[src/rtl/seg7_pkg.sv]
// Shared seven-segment definitions: active-low a..g patterns for hex digits
// and the scan-decoder FSM state type.
package seg7_pkg;

  localparam int unsigned SEG_W = 7;

  localparam logic [SEG_W-1:0] SEG_0 = 7'b0000001;
  localparam logic [SEG_W-1:0] SEG_1 = 7'b1001111;
  localparam logic [SEG_W-1:0] SEG_2 = 7'b0010010;
  localparam logic [SEG_W-1:0] SEG_3 = 7'b0000110;
  localparam logic [SEG_W-1:0] SEG_4 = 7'b1001100;
  localparam logic [SEG_W-1:0] SEG_5 = 7'b0100100;
  localparam logic [SEG_W-1:0] SEG_6 = 7'b0100000;
  localparam logic [SEG_W-1:0] SEG_7 = 7'b0001111;
  localparam logic [SEG_W-1:0] SEG_8 = 7'b0000000;
  localparam logic [SEG_W-1:0] SEG_9 = 7'b0000100;
  localparam logic [SEG_W-1:0] SEG_A = 7'b0001000;
  localparam logic [SEG_W-1:0] SEG_B = 7'b1100000;
  localparam logic [SEG_W-1:0] SEG_C = 7'b0110001;
  localparam logic [SEG_W-1:0] SEG_D = 7'b1000010;
  localparam logic [SEG_W-1:0] SEG_E = 7'b0110000;
  localparam logic [SEG_W-1:0] SEG_F = 7'b0111000;

  // Indexed by nibble value; the encoder ROM and the decoder both read this.
  localparam logic [SEG_W-1:0] SEG_ROM [16] = '{
    SEG_0, SEG_1, SEG_2, SEG_3, SEG_4, SEG_5, SEG_6, SEG_7,
    SEG_8, SEG_9, SEG_A, SEG_B, SEG_C, SEG_D, SEG_E, SEG_F
  };

  typedef enum logic {
    SETTLE = 1'b0,
    HOLD   = 1'b1
  } state_e;

endpackage

[src/rtl/seg7_pattern_decode.sv]
// Combinational inverse of the hex-to-segment ROM: pattern in, {hit, nibble} out.
module seg7_pattern_decode
  import seg7_pkg::*;
(
  input  logic [SEG_W-1:0] pattern,
  output logic             hit,
  output logic [3:0]       nibble
);

  always_comb begin
    hit    = 1'b0;
    nibble = 4'h0;
    for (int unsigned i = 0; i < 16; i++) begin
      if (pattern == SEG_ROM[i]) begin
        hit    = 1'b1;
        nibble = 4'(i);
      end
    end
  end

endmodule

[src/rtl/seg7_scan_decoder.sv]
// Monitors a multiplexed active-low 7-seg bus and rebuilds the displayed hex word.
// Optional SEG7_ERR_CNT_EN adds a saturating 8-bit invalid-pattern counter (err_cnt).
module seg7_scan_decoder
  import seg7_pkg::*;
#(
  parameter int unsigned DIGITS     = 4,
  parameter int unsigned STABLE_CYC = 4
) (
  input  logic                  clk,
  input  logic                  rst,
  input  logic [SEG_W-1:0]      seg,
  input  logic [DIGITS-1:0]     an,
  output logic [4*DIGITS-1:0]   value,
  output logic                  valid,
  output logic                  err,
  output logic [DIGITS-1:0]     digit_mask
`ifdef SEG7_ERR_CNT_EN
  ,
  output logic [7:0]            err_cnt
`endif
);

  localparam int unsigned CNT_W = $clog2(STABLE_CYC);
  localparam int unsigned S_W   = DIGITS + SEG_W;
  localparam logic [CNT_W-1:0] CNT_MAX = CNT_W'(STABLE_CYC - 1);

  logic [S_W-1:0]           s_q;
  logic [S_W-1:0]           p_q;
  state_e                   state;
  logic [CNT_W-1:0]         cnt;
  logic [DIGITS-1:0][3:0]   slots;
  logic                     ferr;

  logic [DIGITS-1:0]        sel;
  logic                     one_hot;
  logic                     changed;
  logic [CNT_W-1:0]         cnt_nxt;
  logic                     capture;
  logic                     frame_done;
  logic                     hit;
  logic [3:0]               nib;
  logic [DIGITS-1:0]        mask_nxt;
  logic                     ferr_nxt;

  seg7_pattern_decode u_decode (
    .pattern (s_q[SEG_W-1:0]),
    .hit     (hit),
    .nibble  (nib)
  );

  // Settle/capture qualification and next frame bookkeeping.
  always_comb begin
    sel        = ~s_q[S_W-1:SEG_W];
    one_hot    = $onehot(sel);
    changed    = (s_q != p_q);
    cnt_nxt    = (cnt == CNT_MAX) ? cnt : cnt + CNT_W'(1);
    capture    = (state == SETTLE) && one_hot && !changed && (cnt_nxt == CNT_MAX);
    frame_done = &digit_mask;
    mask_nxt   = frame_done ? '0 : digit_mask;
    ferr_nxt   = frame_done ? 1'b0 : ferr;
    if (capture) begin
      mask_nxt = mask_nxt | sel;
      ferr_nxt = ferr_nxt | ~hit;
    end
  end

  always_ff @(posedge clk) begin
    if (rst) begin
      s_q        <= '1;
      p_q        <= '1;
      state      <= SETTLE;
      cnt        <= '0;
      slots      <= '0;
      ferr       <= 1'b0;
      digit_mask <= '0;
      value      <= '0;
      valid      <= 1'b0;
      err        <= 1'b0;
    end else begin
      s_q        <= {an, seg};
      p_q        <= s_q;
      valid      <= 1'b0;
      digit_mask <= mask_nxt;
      ferr       <= ferr_nxt;

      if (!one_hot || changed) begin
        state <= SETTLE;
        cnt   <= '0;
      end else if (state == SETTLE) begin
        cnt <= cnt_nxt;
        if (capture) state <= HOLD;
      end

      for (int unsigned i = 0; i < DIGITS; i++) begin
        if (capture && sel[i]) slots[i] <= hit ? nib : 4'h0;
      end

      // Completion uses the pre-capture slots; a same-edge capture opens the next frame.
      if (frame_done) begin
        value <= slots;
        err   <= ferr;
        valid <= 1'b1;
      end
    end
  end

`ifdef SEG7_ERR_CNT_EN
  always_ff @(posedge clk) begin
    if (rst) begin
      err_cnt <= '0;
    end else if (capture && !hit && (err_cnt != 8'hFF)) begin
      err_cnt <= err_cnt + 8'd1;
    end
  end
`endif

endmodule
[config.mk]
export PLATFORM = sky130hd
export DESIGN_NAME = seg7_scan_decoder
export DESIGN_NICKNAME = d
export VERILOG_FILES = /design/src/rtl/seg7_pkg.sv /design/src/rtl/seg7_pattern_decode.sv /design/src/rtl/seg7_scan_decoder.sv
export SDC_FILE = /design/constraint.sdc
export NUM_CORES = 1
export LEC_CHECK = 0
export ABC_AREA = 1
export CORE_ASPECT_RATIO = 1.1
export CORE_UTILIZATION = 54
export CTS_BUF_LIST = sky130_fd_sc_hd__clkbuf_16
export DETAILED_ROUTE_END_ITERATION = 8
export PLACE_DENSITY_LB_ADDON = 0.1
export SKIP_CTS_REPAIR_TIMING = 1
export SYNTH_ARGS = -nofsm -noshare
export SYNTH_HDL_FRONTEND = slang
export SYNTH_SLANG_ARGS = --single-unit
[constraint.sdc]
create_clock -name clk -period 2.7 [get_ports clk]
set_input_delay 0.27 -clock clk [delete_from_list [all_inputs] [get_ports clk]]
set_output_delay 0.27 -clock clk [all_outputs]
set_load 0.05 [all_outputs]
Yosys cells after proc, flatten, opt, wreduce, memory -nomap -nowiden --
Cells that the tools add are included.
Operators by class: $add $sub $neg 4, equality and inequality tests 19, mux-type cells 40, bitwise operators 5, reduce and logical (&&, ||, !) cells 13
Operators by type and width (count):
- $mux 4 | 11
- $eq 7x6->1 const B | 5
- $eq 7x7->1 const B | 4
- $mux 1 | 22
- $eq 7x3->1 const B | 2
- $eq 7x4->1 const B | 2
- $mux 3 | 4
- $ne 11x11->1 | 1
- $eq 7x1->1 const B | 1
- $eq 7x5->1 const B | 1
- $logic_and 1x1->1 | 7
- $logic_not 7->1 | 1
- $mux 2 | 3
- $add 1x1->2 | 2
- $eq 2x2->1 const B | 2
- $not 4->4 | 1
- $or 4x4->4 | 1
- $reduce_and 4->1 | 1
- $add 2x2->3 | 1
- $eq 3x1->1 const B | 1
- $add 2x1->2 const B | 1
- $logic_not 1->1 | 2
- $not 1->1 | 2
- $reduce_or 2->1 | 1
- other kinds (2) | 2
Storage, ports and cells: register bits 64, bits of input ports 13, output and inout bits 22, logic and storage cells 94

Depth between registers and ports, before layout --
Gate-level depths: netlist of run 1.
depth in word-level cells 20, gate-level depth with buffers 12

Cells and area by module --
Synthesis of run 1 repeated with hierarchy kept, for this count alone.
Unflattened totals: cell total of the unflattened synthesis 380, area, all modules 2835.2 µm²
By module, submodules not included:
- seg7_scan_decoder | instances 1, cells an instance 312, area an instance 2528.7 µm²
- seg7_pattern_decode | instances 1, cells an instance 68, area an instance 306.5 µm²

Worst setup path before layout of run 1 --
No wires, ideal clock.
path type register -> register, start register s_q[7], end register slots[13] in the netlist's numbering, arrival time 2.238 ns, required time 2.588 ns, slack 0.350 ns, stages on the path, launching flop included 11, period minus slack after synthesis 2.350 ns, cells stage by stage dfxtp_1 fa_1 inv_1 ha_1 ha_1 nor3b_1 nand2_1 nor2_2 nand4_2 nor2_1 nor2_1
Between the ends: longest elaborated chain between the ends 8, elaborated cells between the ends (all ways) 10, classes of those cells 2 x add/sub; 2 x eq/ne; 1 x bitwise; 5 x reduce/logical
RTL lines:
- start: declaration | line seg7_scan_decoder.sv:27 | logic [S_W-1:0] s_q;
- start signal: assignment | line seg7_scan_decoder.sv:80 | s_q <= {an, seg};
- $not 4->4 | line seg7_scan_decoder.sv:53 | sel = ~s_q[S_W-1:SEG_W];
- $add 1x1->2 (not written as such) | line seg7_scan_decoder.sv:54 | one_hot = $onehot(sel);
- $add 2x2->3 (not written as such) | line seg7_scan_decoder.sv:54
- $eq 3x1->1 | line seg7_scan_decoder.sv:54
- $logic_and 1x1->1 | line seg7_scan_decoder.sv:57 | capture = (state == SETTLE) && one_hot && !changed && (cnt_nxt == CNT_MAX);
- $logic_and 1x1->1 (*) (2 in a row) | line seg7_scan_decoder.sv:57
- $logic_and 1x1->1 (*) | line seg7_scan_decoder.sv:95 | if (capture && sel[i]) slots[i] <= hit ? nib : 4'h0;
- end signal: indexed assignment | line seg7_scan_decoder.sv:95
- end: declaration | line seg7_scan_decoder.sv:31 | logic [DIGITS-1:0][3:0] slots;
Every way passes the cells marked *; elsewhere a longest branch is shown, timed or not. A chain may end at the register's enable or synchronous reset.

Worst setup path after layout of run 1 --
start register s_q[7], end register slots[9] in the netlist's numbering
The elaborated chain is that of the path after synthesis.

==> impl_metrics.ini, run 1 <==
[synth]
synthesis.area_sq_mm = 0.002733
synth_ff_type = dfxtp_1
yosys_warnings = 0
yosysMostFrequentCell = nand2_1
ys_types = 27
synthTopCellsByCount = nand2_1, nor2_1, dfxtp_1
ys_seq_area_share_pct = 46.89
yosys.area.top_type = dfxtp_1
syn_area_per_cell_sq_um = 7.135
ys_ff_latch = 64
synthCells = 383
synth_edf_count = 0
syn_nets = 399
async_reset_ff_share_pct = 0
synth_area_leaders = dfxtp_1, nand2_1, nor2_1
yosysTopAreaCellShare_pct = 46.89

[floorplanning]
rows = 26
die-area_sq_mm = 0.005349
boundaryPins = 35
start_util_pct = 57.53
chipHeight_um = 76.61
core_sq_mm = 0.004750
die_w_um = 69.83

[placed_design]
dp_hpwl_um = 3843
globalplace.congestion = 0.8537
portBuffers = 34
pre_cts_slack_ps = 114.3

[timing]
hold_viol = 0
slew_headroom_pct = 48.28
setup_slack_ps = 160.3
setup_viol = 0
fin_crit_ps = 2540
max_freq_mhz = 393.7
finClkSkew_ps = 5.536
worst_pin_slew_ps = 774.9
slew_viol_final = 0
rsz0062_at_grt = true
period_share_pct = 94.06

[routing]
first_pass_iters = 5
drt_first_iter_violations = 119
vias = 2383
wl_um = 5429
drcViolationCount = 0
ant_nets = 0
via_per_inst = 4.954
routedWlPerCell_um = 11.29

[worst_setup_path]
cp_slowest_stage_delay_ps = 540
criticalPathCategory = flop to flop
slowest_stage = fa_1
path_cells = fa_1 > inv_1 > ha_1 > ha_1 > nor3b_2 > nand2_1 > nor2_4 > nand4_2 > nand2_1 > nand2_1 > nor2_1
critPathLaunchType = flop
crit_arrival_ps = 2800
cp_common_cell = nand2_1
critPathTopFamily = simple AND/OR/NAND/NOR gates
cp_max_fo = 6
crit_path_end_kind = flop
worst-path-buf-inv = 1
crit_required_ps = 2960

[clock_tree]
clock-sinks = 64
clockBufferDepth = 2
cts_buffers = 9
htree_levels = 3
cts_tree = built
clockRootBuffer = clkbuf_16
clk_latency_ps = 320
path_clk_slew_ps = 50

[pwr]
p_leak_nw = 1.647
cellPowerDensity_mw_per_mm2 = 637.0
total_power_mw = 2.181
max-vdd-ir-drop_uv = 416.7

[layout]
fillCellCount = 379
nNetsFinal = 437
synthToLayoutAreaGrowth_pct = 25.27
insertedDiodeCount = 0
drive_above_1_share_pct = 9.176

[global_route]
grt.total_usage_pct = 22.41
grt_overflow = 0
grt_pass1_vias = 2204
grt_first_pass_wirelength_um = 9473
antenna_found_initial = 0
grt_max_degree = 35

[job]
drv_cap = 0

[hold_path]
hp-class = flop to flop

[status]
outcome = complete, no violations
==> metal layers <==
metal,GRT usage (%),up-vias,share of wire [%]
met5,0,-,0
met4,14.20,0,3.1
met3,3.836,14,3.1
met2,37.98,46,50
met1,25.90,1054,44
li1,-,1269,-
==> cells in the final DEF (no fill, tap or decap), types with 4 or more instances in the layout <==
cell / synthesis / final
a21oi_1: 23 / 23
clkbuf_16: 0 / 9
clkdlybuf4s50_1: 0 / 34
dfxtp_1: 64 / 64
inv_1: 36 / 37
inv_2: 5 / 5
nand2_1: 104 / 104
nand3_1: 6 / 6
nand4_1: 7 / 7
nand4_2: 4 / 4
nor2_1: 69 / 68
o21ai_0: 22 / 22
or2_2: 11 / 11
xnor2_1: 6 / 6
==> state kept, by name (all words and copies together) (netlist names) <==
signal and cells:
cnt 2, digit_mask 4, err 1, ferr 1
p_q 11, s_q 11, slots 16, state 1
valid 1, value 16
==> final timing paths <==
path                                from  endpoint  slack, ps  cells past startpoint
worst max-delay path              s_q[7]  slots[9]        160                     11
worst min-delay path            slots[3]  value[3]        450                      2
worst max register to register    s_q[7]  slots[9]        160                     11
worst min register to register  slots[3]  value[3]        450                      2
==> tightest hold or removal path, delay by kind of cell (launching register included) <==
family / cells / cell delay [ps]
buffers and inverters: 1 / 60
AOI/OAI and AO/OA: 1 / 50
DFF: 1 / 290
==> cells by family after synthesis <==
family / after synthesis / synth area share (%)
and+or+nand+nor: 208 / 32.56
DFF: 64 / 46.89
buffers and inverters: 51 / 7.143
AOI/OAI and AO/OA: 48 / 8.883
xor gates and xnor gates: 9 / 2.885
adders and majority gates: 3 / 1.648
==> power by group <==
group / total, mW / switching, mW / leakage (nW) / internal (mW)
logic: 0.132 / 0.0743 / 0.983 / 0.0575
registers: 0.978 / 0.0161 / 0.521 / 0.962
clock network: 1.07 / 0.376 / 0.144 / 0.695
==> stage by stage <==
| step | hold WS [ps] | instance area (sq um) | cells | util, % | setup TNS, ps |
|---|---|---|---|---|---|
| after detailed placement | 441.0 | 3133 | 466 | 65.96 | 0 |
| after CTS | 447.3 | 3411 | 481 | 71.81 | -3.020 |
| after floorplan | 373.8 | 2733 | 383 | - | 0 |
| after global routing | 474.4 | 3423 | 481 | 72.08 | -289.9 |
| final | 445.0 | 3423 | 481 | 72.08 | 0 |
| after global placement | 438.4 | 3133 | 466 | 65.96 | 0 |
==> layout make-up <==
class,instances,area [sq um],share of cell area (%)
Tap cell,56,70.07,2.047
Clock inverter,6,52.55,1.535
Sequential cell,64,1281,37.43
Timing Repair Buffer,36,367.9,10.75
Multi-Input combinational cell,268,1269,37.06
Clock buffer,9,225.2,6.579
Inverter,42,157.7,4.605
Note: power is estimated with default switching activity, not from simulation.
==> inputs of run 2 (changes only) <==
--- a/config.mk
+++ b/config.mk
@@ -10,8 +10,9 @@
 export CORE_UTILIZATION = 54
 export CTS_BUF_LIST = sky130_fd_sc_hd__clkbuf_16
 export DETAILED_ROUTE_END_ITERATION = 8
+export GPL_TIMING_DRIVEN = 1
 export PLACE_DENSITY_LB_ADDON = 0.1
-export SKIP_CTS_REPAIR_TIMING = 1
 export SYNTH_ARGS = -nofsm -noshare
 export SYNTH_HDL_FRONTEND = slang
 export SYNTH_SLANG_ARGS = --single-unit
+export TNS_END_PERCENT = 5
==> results of run 2 <==
No change in the layout: final DEF, timing and power equal those of run 1.
